## src/rtl/sram_arb_pkg.sv

```systemverilog
// Shared types and defaults for the SRAM arbiter (video scanout vs CPU/host).
package sram_arb_pkg;

  localparam int unsigned SRAM_ADDR_W      = 13;
  localparam int unsigned SRAM_DATA_W      = 16;
  localparam int unsigned SRAM_STARVE_LIM  = 4;
  localparam int unsigned SRAM_TURNAROUND  = 1;

  typedef enum logic [1:0] {IDLE, RD, WR, TURN} state_e;
  typedef enum logic [1:0] {OWN_NONE, OWN_VID, OWN_CPU} owner_e;

endpackage

```

## src/rtl/sram_arb_pick.sv

```systemverilog
// Combinational priority picker; grant is one-hot {cpu, vid}.
module sram_arb_pick (
  input  logic       en,
  input  logic       vid_req,
  input  logic       vid_urgent,
  input  logic       cpu_req,
  input  logic       cpu_we,
  input  logic       starved,
  input  logic       rd_block,
  output logic [1:0] grant
);

  logic pick_vid;
  logic pick_cpu;

  // The winner is chosen first; a winner held off by turnaround gets nothing.
  always_comb begin
    pick_vid = vid_req && (vid_urgent || !(cpu_req && starved));
    pick_cpu = cpu_req && !pick_vid;
    grant    = {en && pick_cpu && !(rd_block && !cpu_we),
                en && pick_vid && !rd_block};
  end

endmodule

```

## src/rtl/sram_arbiter.sv

```systemverilog
// Single-port async SRAM arbiter: video priority, CPU starvation guard, W->R turnaround.
// Optional byte lanes under SRAM_ARBITER_BYTELANE_EN.
module sram_arbiter
  import sram_arb_pkg::*;
#(
  parameter int unsigned ADDR_W       = SRAM_ADDR_W,
  parameter int unsigned DATA_W       = SRAM_DATA_W,
  parameter int unsigned STARVE_LIMIT = SRAM_STARVE_LIM,
  parameter int unsigned TURNAROUND   = SRAM_TURNAROUND
) (
  input  logic              clk_core,
  input  logic              reset_n,
  input  logic              vid_req,
  input  logic              vid_urgent,
  input  logic [ADDR_W-1:0] vid_addr,
  output logic              vid_gnt,
  output logic [DATA_W-1:0] vid_rdata,
  output logic              vid_rvalid,
  input  logic              cpu_req,
  input  logic              cpu_we,
  input  logic [ADDR_W-1:0] cpu_addr,
  input  logic [DATA_W-1:0] cpu_wdata,
  output logic              cpu_gnt,
  output logic [DATA_W-1:0] cpu_rdata,
  output logic              cpu_rvalid,
  output logic [ADDR_W-1:0] sram_a,
  output logic              sram_wr,
  output logic [DATA_W-1:0] host_to_sram,
`ifdef SRAM_ARBITER_BYTELANE_EN
  input  logic [1:0]        cpu_be,
  output logic              sram_lb_n,
  output logic              sram_ub_n,
`endif
  input  logic [DATA_W-1:0] sram_to_host
);

  localparam int unsigned CNT_W = $clog2(STARVE_LIMIT + 1);

  state_e              state_q, state_d;
  logic [CNT_W-1:0]    wait_q, wait_d;
  owner_e              own1_q, own1_d, own2_q, own2_d;
  logic [ADDR_W-1:0]   sram_a_q, sram_a_d;
  logic                sram_wr_q, sram_wr_d;
  logic [DATA_W-1:0]   host_to_sram_q, host_to_sram_d;
  logic [DATA_W-1:0]   vid_rdata_q, vid_rdata_d;
  logic [DATA_W-1:0]   cpu_rdata_q, cpu_rdata_d;
  logic [1:0]          grant;
  logic                starved;
  logic                rd_block;

  assign starved  = (wait_q == CNT_W'(STARVE_LIMIT));
  assign rd_block = (TURNAROUND != 0) && (state_q == WR);

  sram_arb_pick u_pick (
    .en         (reset_n),
    .vid_req    (vid_req),
    .vid_urgent (vid_urgent),
    .cpu_req    (cpu_req),
    .cpu_we     (cpu_we),
    .starved    (starved),
    .rd_block   (rd_block),
    .grant      (grant)
  );

  assign vid_gnt = grant[0];
  assign cpu_gnt = grant[1];

  // Next state, SRAM drive, starvation counter and read-return pipeline.
  always_comb begin
    state_d        = IDLE;
    wait_d         = wait_q;
    own1_d         = OWN_NONE;
    own2_d         = own1_q;
    sram_a_d       = sram_a_q;
    sram_wr_d      = 1'b0;
    host_to_sram_d = host_to_sram_q;
    vid_rdata_d    = vid_rdata_q;
    cpu_rdata_d    = cpu_rdata_q;

    if (grant[0]) begin
      state_d  = RD;
      own1_d   = OWN_VID;
      sram_a_d = vid_addr;
    end else if (grant[1]) begin
      sram_a_d = cpu_addr;
      if (cpu_we) begin
        state_d        = WR;
        sram_wr_d      = 1'b1;
        host_to_sram_d = cpu_wdata;
      end else begin
        state_d = RD;
        own1_d  = OWN_CPU;
      end
    end else if (rd_block && (vid_req || cpu_req)) begin
      state_d = TURN;
    end

    if (!cpu_req || grant[1]) begin
      wait_d = '0;
    end else if (!starved) begin
      wait_d = wait_q + CNT_W'(1);
    end

    if (own1_q == OWN_VID) vid_rdata_d = sram_to_host;
    if (own1_q == OWN_CPU) cpu_rdata_d = sram_to_host;
  end

  always_ff @(posedge clk_core or negedge reset_n) begin
    if (!reset_n) begin
      state_q        <= IDLE;
      wait_q         <= '0;
      own1_q         <= OWN_NONE;
      own2_q         <= OWN_NONE;
      sram_a_q       <= '0;
      sram_wr_q      <= 1'b0;
      host_to_sram_q <= '0;
      vid_rdata_q    <= '0;
      cpu_rdata_q    <= '0;
    end else begin
      state_q        <= state_d;
      wait_q         <= wait_d;
      own1_q         <= own1_d;
      own2_q         <= own2_d;
      sram_a_q       <= sram_a_d;
      sram_wr_q      <= sram_wr_d;
      host_to_sram_q <= host_to_sram_d;
      vid_rdata_q    <= vid_rdata_d;
      cpu_rdata_q    <= cpu_rdata_d;
    end
  end

  assign sram_a       = sram_a_q;
  assign sram_wr      = sram_wr_q;
  assign host_to_sram = host_to_sram_q;
  assign vid_rdata    = vid_rdata_q;
  assign cpu_rdata    = cpu_rdata_q;
  assign vid_rvalid   = (own2_q == OWN_VID);
  assign cpu_rvalid   = (own2_q == OWN_CPU);

`ifdef SRAM_ARBITER_BYTELANE_EN
  logic [1:0] be_n_q, be_n_d;

  // Lane enables follow sram_a; only CPU writes can mask lanes.
  always_comb begin
    be_n_d = be_n_q;
    if (grant[0])      be_n_d = 2'b00;
    else if (grant[1]) be_n_d = cpu_we ? ~cpu_be : 2'b00;
  end

  always_ff @(posedge clk_core or negedge reset_n) begin
    if (!reset_n) be_n_q <= 2'b11;
    else          be_n_q <= be_n_d;
  end

  assign sram_lb_n = be_n_q[0];
  assign sram_ub_n = be_n_q[1];
`endif

endmodule

```

## config.mk

```make
export PLATFORM = sky130hd
export DESIGN_NAME = sram_arbiter
export DESIGN_NICKNAME = d
export VERILOG_FILES = /design/src/rtl/sram_arb_pkg.sv /design/src/rtl/sram_arb_pick.sv /design/src/rtl/sram_arbiter.sv
export SDC_FILE = /design/constraint.sdc
export NUM_CORES = 1
export LEC_CHECK = 0
export ABC_AREA = 1
export ABC_CLOCK_PERIOD_IN_PS = 3400
export CORE_UTILIZATION = 44
export CTS_CLUSTER_DIAMETER = 60
export DETAILED_ROUTE_END_ITERATION = 8
export PLACE_DENSITY_LB_ADDON = 0.08
export SLEW_MARGIN = 25
export SYNTH_ARGS = -nofsm -noshare
export SYNTH_HDL_FRONTEND = slang
export SYNTH_HIERARCHICAL = 1
export SYNTH_SLANG_ARGS = --single-unit
```

## constraint.sdc

```tcl
create_clock -name clk_core -period 3.4 [get_ports clk_core]
set_input_delay 0.34 -clock clk_core [delete_from_list [all_inputs] [get_ports clk_core]]
set_output_delay 0.34 -clock clk_core [all_outputs]
set_load 0.005 [all_outputs]
```

Word level (Yosys, flattened, before mapping)
Cells that the tools add are included.
{ "op_classes": {"add_sub_neg": 1, "n_bitwise": 1, "n_shift": 0, "n_eq_ne": 7, "n_lt_le_gt_ge": 0, "muxes": 14, "reduce_logical": 20, "n_div": 0, "n_mul": 0} }
{ "op_table": {"columns": ["cell", "n"], "rows": [
  ["$mux W13", 2],
  ["$mux W2", 7],
  ["$logic_and A1 B1 Y1", 9],
  ["$eq A2 B2 Y1 const B", 3],
  ["$logic_not A1 Y1", 6],
  ["$mux W3", 2],
  ["$eq A2 B1 Y1 const B", 2],
  ["$add A3 B1 Y3 const B", 1],
  ["$eq A3 B3 Y1 const B", 1],
  ["$logic_or A1 B1 Y1", 3],
  ["$mux W1", 3],
  ["$reduce_and A3 Y1", 1],
  ["$ne A2 B2 Y1 const B", 1],
  ["$reduce_bool A2 Y1", 1],
  ["$not A1 Y1", 1]
]} }
{ "word_totals": {"ff_bits": 71, "ramBits": 0, "mem_bits_ro": 0, "memories": 0, "latch_bits": 0, "output_inout_bits": 66} }

Longest topological paths before layout
{ "depth": {"ltp_word": 11, "mapped_depth": 13} }

Hierarchy
Netlist, hierarchy kept.
{ "by_module_without_submodules": {"columns": ["mod", "n_inst", "area_per_inst_um2", "cells_each", "seq_area_each_um2"], "rows": [
  ["sram_arbiter", 1, 2788.9, 304, 1776.7],
  ["sram_arb_pick", 1, 51.3, 12, 0.0]
]} }

Least setup slack after synthesis
OpenSTA, ideal clock, no wires.
{ "synth_path": {"kind": "register -> register", "from": "reg wait_q[0]", "to": "reg host_to_sram_q[10] (netlist: host_to_sram[10])", "n_path_buf": 1, "setup_time_ns": 0.116, "arrival_time_ns": 1.728, "path_slack_ns": 1.555, "stages_incl_launch_ff": 13, "cell_sequence": "dfrtp_1 > inv_1 > ha_1 > nand2_1 > inv_1 > nand3_1 > a21oi_2 > nand2_2 > nor2_8 > inv_4 > buf_6 > nand2_1 > nand2_1"} }
{ "synth_between": {"elab_chain_len": 10} }
{ "synth_lines": {"columns": ["item", "line_no", "text"], "rows": [
  ["from (decl)", "sram_arbiter.sv:40", "logic [CNT_W-1:0] wait_q, wait_d;"],
  ["from (signal assigned)", "sram_arbiter.sv:121", "wait_q <= wait_d;"],
  ["$eq A3 B3 Y1", "sram_arbiter.sv:51", "assign starved = (wait_q == CNT_W'(STARVE_LIMIT));"],
  ["named net starved", "sram_arbiter.sv:48", "logic starved;"],
  ["$logic_and A1 B1 Y1", "sram_arb_pick.sv:18", "pick_vid = vid_req && (vid_urgent || !(cpu_req && starved));"],
  ["$logic_not A1 Y1", "sram_arb_pick.sv:18", null],
  ["$logic_or A1 B1 Y1", "sram_arb_pick.sv:18", null],
  ["$logic_and A1 B1 Y1", "sram_arb_pick.sv:18", null],
  ["$logic_not A1 Y1", "sram_arb_pick.sv:19", "pick_cpu = cpu_req && !pick_vid;"],
  ["$logic_and A1 B1 Y1", "sram_arb_pick.sv:19", null],
  ["$logic_and A1 B1 Y1 (2 in a row)", "sram_arb_pick.sv:20", "grant = {en && pick_cpu && !(rd_block && !cpu_we),"],
  ["named net cpu_gnt", "sram_arbiter.sv:23", "output logic cpu_gnt,"],
  ["$reduce_and A3 Y1 (no source line)", null, null],
  ["to (signal assigned)", "sram_arbiter.sv:126", "host_to_sram_q <= host_to_sram_d;"],
  ["to (decl)", "sram_arbiter.sv:44", "logic [DATA_W-1:0] host_to_sram_q, host_to_sram_d;"]
]} }
The timed path passes the listed nets, and every way through them passes these cells.
A chain may end at the register's enable or synchronous reset.

Worst setup path in the final report
{ "layout_path": {"from": "reg wait_q[0]", "to": "out vid_gnt"} }
{ "layout_between": {"elab_chain_len": 7} }
{ "layout_lines": {"columns": ["item", "line_no", "text"], "rows": [
  ["$eq A3 B3 Y1", "sram_arbiter.sv:51", null],
  ["named net starved", "sram_arbiter.sv:48", null],
  ["$logic_and A1 B1 Y1", "sram_arb_pick.sv:18", null],
  ["$logic_not A1 Y1", "sram_arb_pick.sv:18", null],
  ["$logic_or A1 B1 Y1", "sram_arb_pick.sv:18", null],
  ["$logic_and A1 B1 Y1", "sram_arb_pick.sv:18", null],
  ["$logic_and A1 B1 Y1 (2 in a row)", "sram_arb_pick.sv:21", "en && pick_vid && !rd_block};"],
  ["to (decl)", "sram_arbiter.sv:16", "output logic vid_gnt,"]
]} }
The timed path passes the listed nets, and every way through them passes these cells.

==> metrics.txt <==
outcome finished, final reports clean; Cells after Synth between 300 and 400; Placement Setup Slack about 1100 ps; Worst Tran Pin Value between 800 and 900 ps; Setup TNS Final 0 ps; VDD IR max around 0.00032 V; row cnt 28; IO Port Bufs between 100 and 150; DRT iter0 DRCs 80; Fin Clk Skew ~5.5 ps; CTS tree yes; CP arrival between 2000 and 2500 ps; global route overflow 0; residual DRC count 0; DIE WIDTH between 80 and 90 um; DR vias/cell 4.65; drt wl/cell ~12 um; Routed WL approximately 6600 um; dpl cells 510; RSZ-0062 raised after global routing false; Synth top area share 0.626; TritonRoute pass-1 iters 4; Clock Path Buffers 2; antenna diode count 0; gr usage total 0.207; clk slew on worst S/H paths approximately 70 ps; initial antenna violation count 0; largest net degree at the start of global routing 55; Layout Cells excl Fill 527; Yosys top cell by area dfrtp_1; FMAX around 0.38 GHz; CTS buffer count 9; pwr/cell area roughly 510 nW/um^2; routability cong. around 0.77; share of cells above drive strength 1 0.0509; vias in the first global route around 2300; Vias between 2000 and 2500; nature of the critical path endpoint output port; Avg Cell Area, Syn around 9 sq um; core area around 6000 sq um; Layout Nets slightly above 500; largest cells by area after synthesis dfrtp_1 (63%), nand2_1 (18%), o21ai_0 (5.8%); final setup margin approximately 800 ps; final total power 2.23 mW; Post-DP HPWL 4790 um; Die Area 6780 sq um; library cells used by synthesis 20; Antenna Nets Post-Route 0; worst-path maximum fanout 19; Synth Register Bits just over 70; Rel. slew slack 0.410; H-tree lvl count 3; worst skew pair latency 330 ps; CP Data Required Time roughly 3100 ps; Final Hold Fails 0; critical path class reg -> out; # clock sinks 71; Root Buffer Master clkbuf_8; first-pass GRT wire length 10300 um; Hold Slack between 300 and 400 ps; crit start category register; die height 82.3 um; final setup vio count 0; synthesis-to-finish area growth 52.7%; syn_nets 382; Yosys warning count 6; count of pins over their slew limit 0; Cell Area, Synth between 2000 and 3000 sq um; number of placed I/O pins 130; hold crit path type reg -> reg; Final min period ~2600 ps; final cycle utilization of the critical path 0.771; static leakage about 2.1 nW; initial core utilization 0.469; MaxCap Viol Count 0; register area share after synthesis 0.626
[flip-flops by register name, indices dropped and copies added (netlist names)]
| register | cells |
|---|---|
| own2_q | 2 |
| state_q | 2 |
| sram_wr | 1 |
| own1_q | 2 |
| wait_q | 3 |
| host_to_sram | 16 |
| sram_a | 13 |
| vid_rdata | 16 |
| cpu_rdata | 16 |
[power breakdown]
group | switching (mW) | leakage (nW) | internal [mW]
logic | 0.214 | 1.13 | 0.381
registers | 0.0827 | 0.884 | 1.00
clock network | 0.292 | 0.0866 | 0.259
total | 0.589 | 2.10 | 1.64
[worst max-delay path: stages (launching register included)]
cell and delay (ps):
dfrtp_1 380, inv_1 70, ha_1 210, nand2_1 110, inv_1 80, nand3_1 120, nand2_1 60, nor2_1 90
buf_4 280, clkdlybuf4s50_1 550
[final cells by class]
class,instances,area [sq um]
inverters,32,123
well taps,75,93.8
fillers,494,1720
multi-input cells,201,873
clock inverters,5,25.0
clock buffers,11,131
flip-flops and latches,71,1780
repair buffers,132,1310
[per-layer routing]
| layer | routed length, um | track usage | part of all wire |
|---|---|---|---|
| met5 | 0 | 0 | 0 |
| met4 | 148 | 0.0912 | 0.022 |
| met3 | 492 | 0.0571 | 0.075 |
| met2 | 3100 | 0.339 | 0.47 |
| met1 | 2840 | 0.256 | 0.43 |
[path summary, 6_finish.rpt]
kind	cells past startpoint	startpoint	slack, ps	to
worst max-delay path	9	wait_q[0]	780	vid_gnt
worst min-delay path	0	own1_q[0]	400	own2_q[0]
worst max register to register	11	wait_q[0]	1290	host_to_sram[2]
worst min register to register	0	own1_q[0]	400	own2_q[0]
max in group asynchronous	3	reset_n	2050	cpu_rdata[11]
min in group asynchronous	2	reset_n	410	sram_a[2]
[timing repair]
item	CTS	global route
buffers inserted	0	0
hold buffers	1	0
resized for setup	0	0
endpoints found under the hold margin	17	0
[kinds of logic after synthesis]
kind of cell,Yosys count,share of synthesized area
buffers and inverters,44,0.0670
flip-flops,71,0.626
AND/OR/NAND/NOR,164,0.236
adder cells (fa/ha/maj),2,0.00881
AO/OA/AOI/OAI,35,0.0630
[cells in the final DEF (no fill, tap or decap)]
cell type / instances
nand2_1: 133
clkbuf_1: 2
dlygate4sd3_1: 1
nor2_8: 1
nor2_1: 7
nand2_2: 1
o21ai_0: 33
clkinv_2: 5
nor3_1: 1
a21oi_1: 1
nor2_4: 1
nor2_2: 1
inv_1: 31
clkbuf_8: 9
a21oi_2: 1
ha_1: 2
nand3_1: 19
dfrtp_1: 71
inv_4: 1
clkdlybuf4s50_1: 128
buf_4: 3
[cells in the mapped netlist]
cell type and count:
ha_1 2, buf_1 2, buf_6 2, buf_2 3, nor3_1 1, a21oi_2 1, nand3_1 19, nand2_2 1
clkbuf_1 4, buf_4 1, dfrtp_1 71, inv_4 1, nor2_4 1, o21ai_0 33, nand2_1 133, nor2_1 7
inv_1 31, nor2_2 1, a21oi_1 1, nor2_8 1
[stage by stage]
step	util	area (sq um)
finish	0.716	4340
global route	0.716	4340
CTS	0.716	4340
detailed placement	0.688	4170
global placement	0.688	4170
floorplan	-	2840
Power figures use the tool's default switching activity.
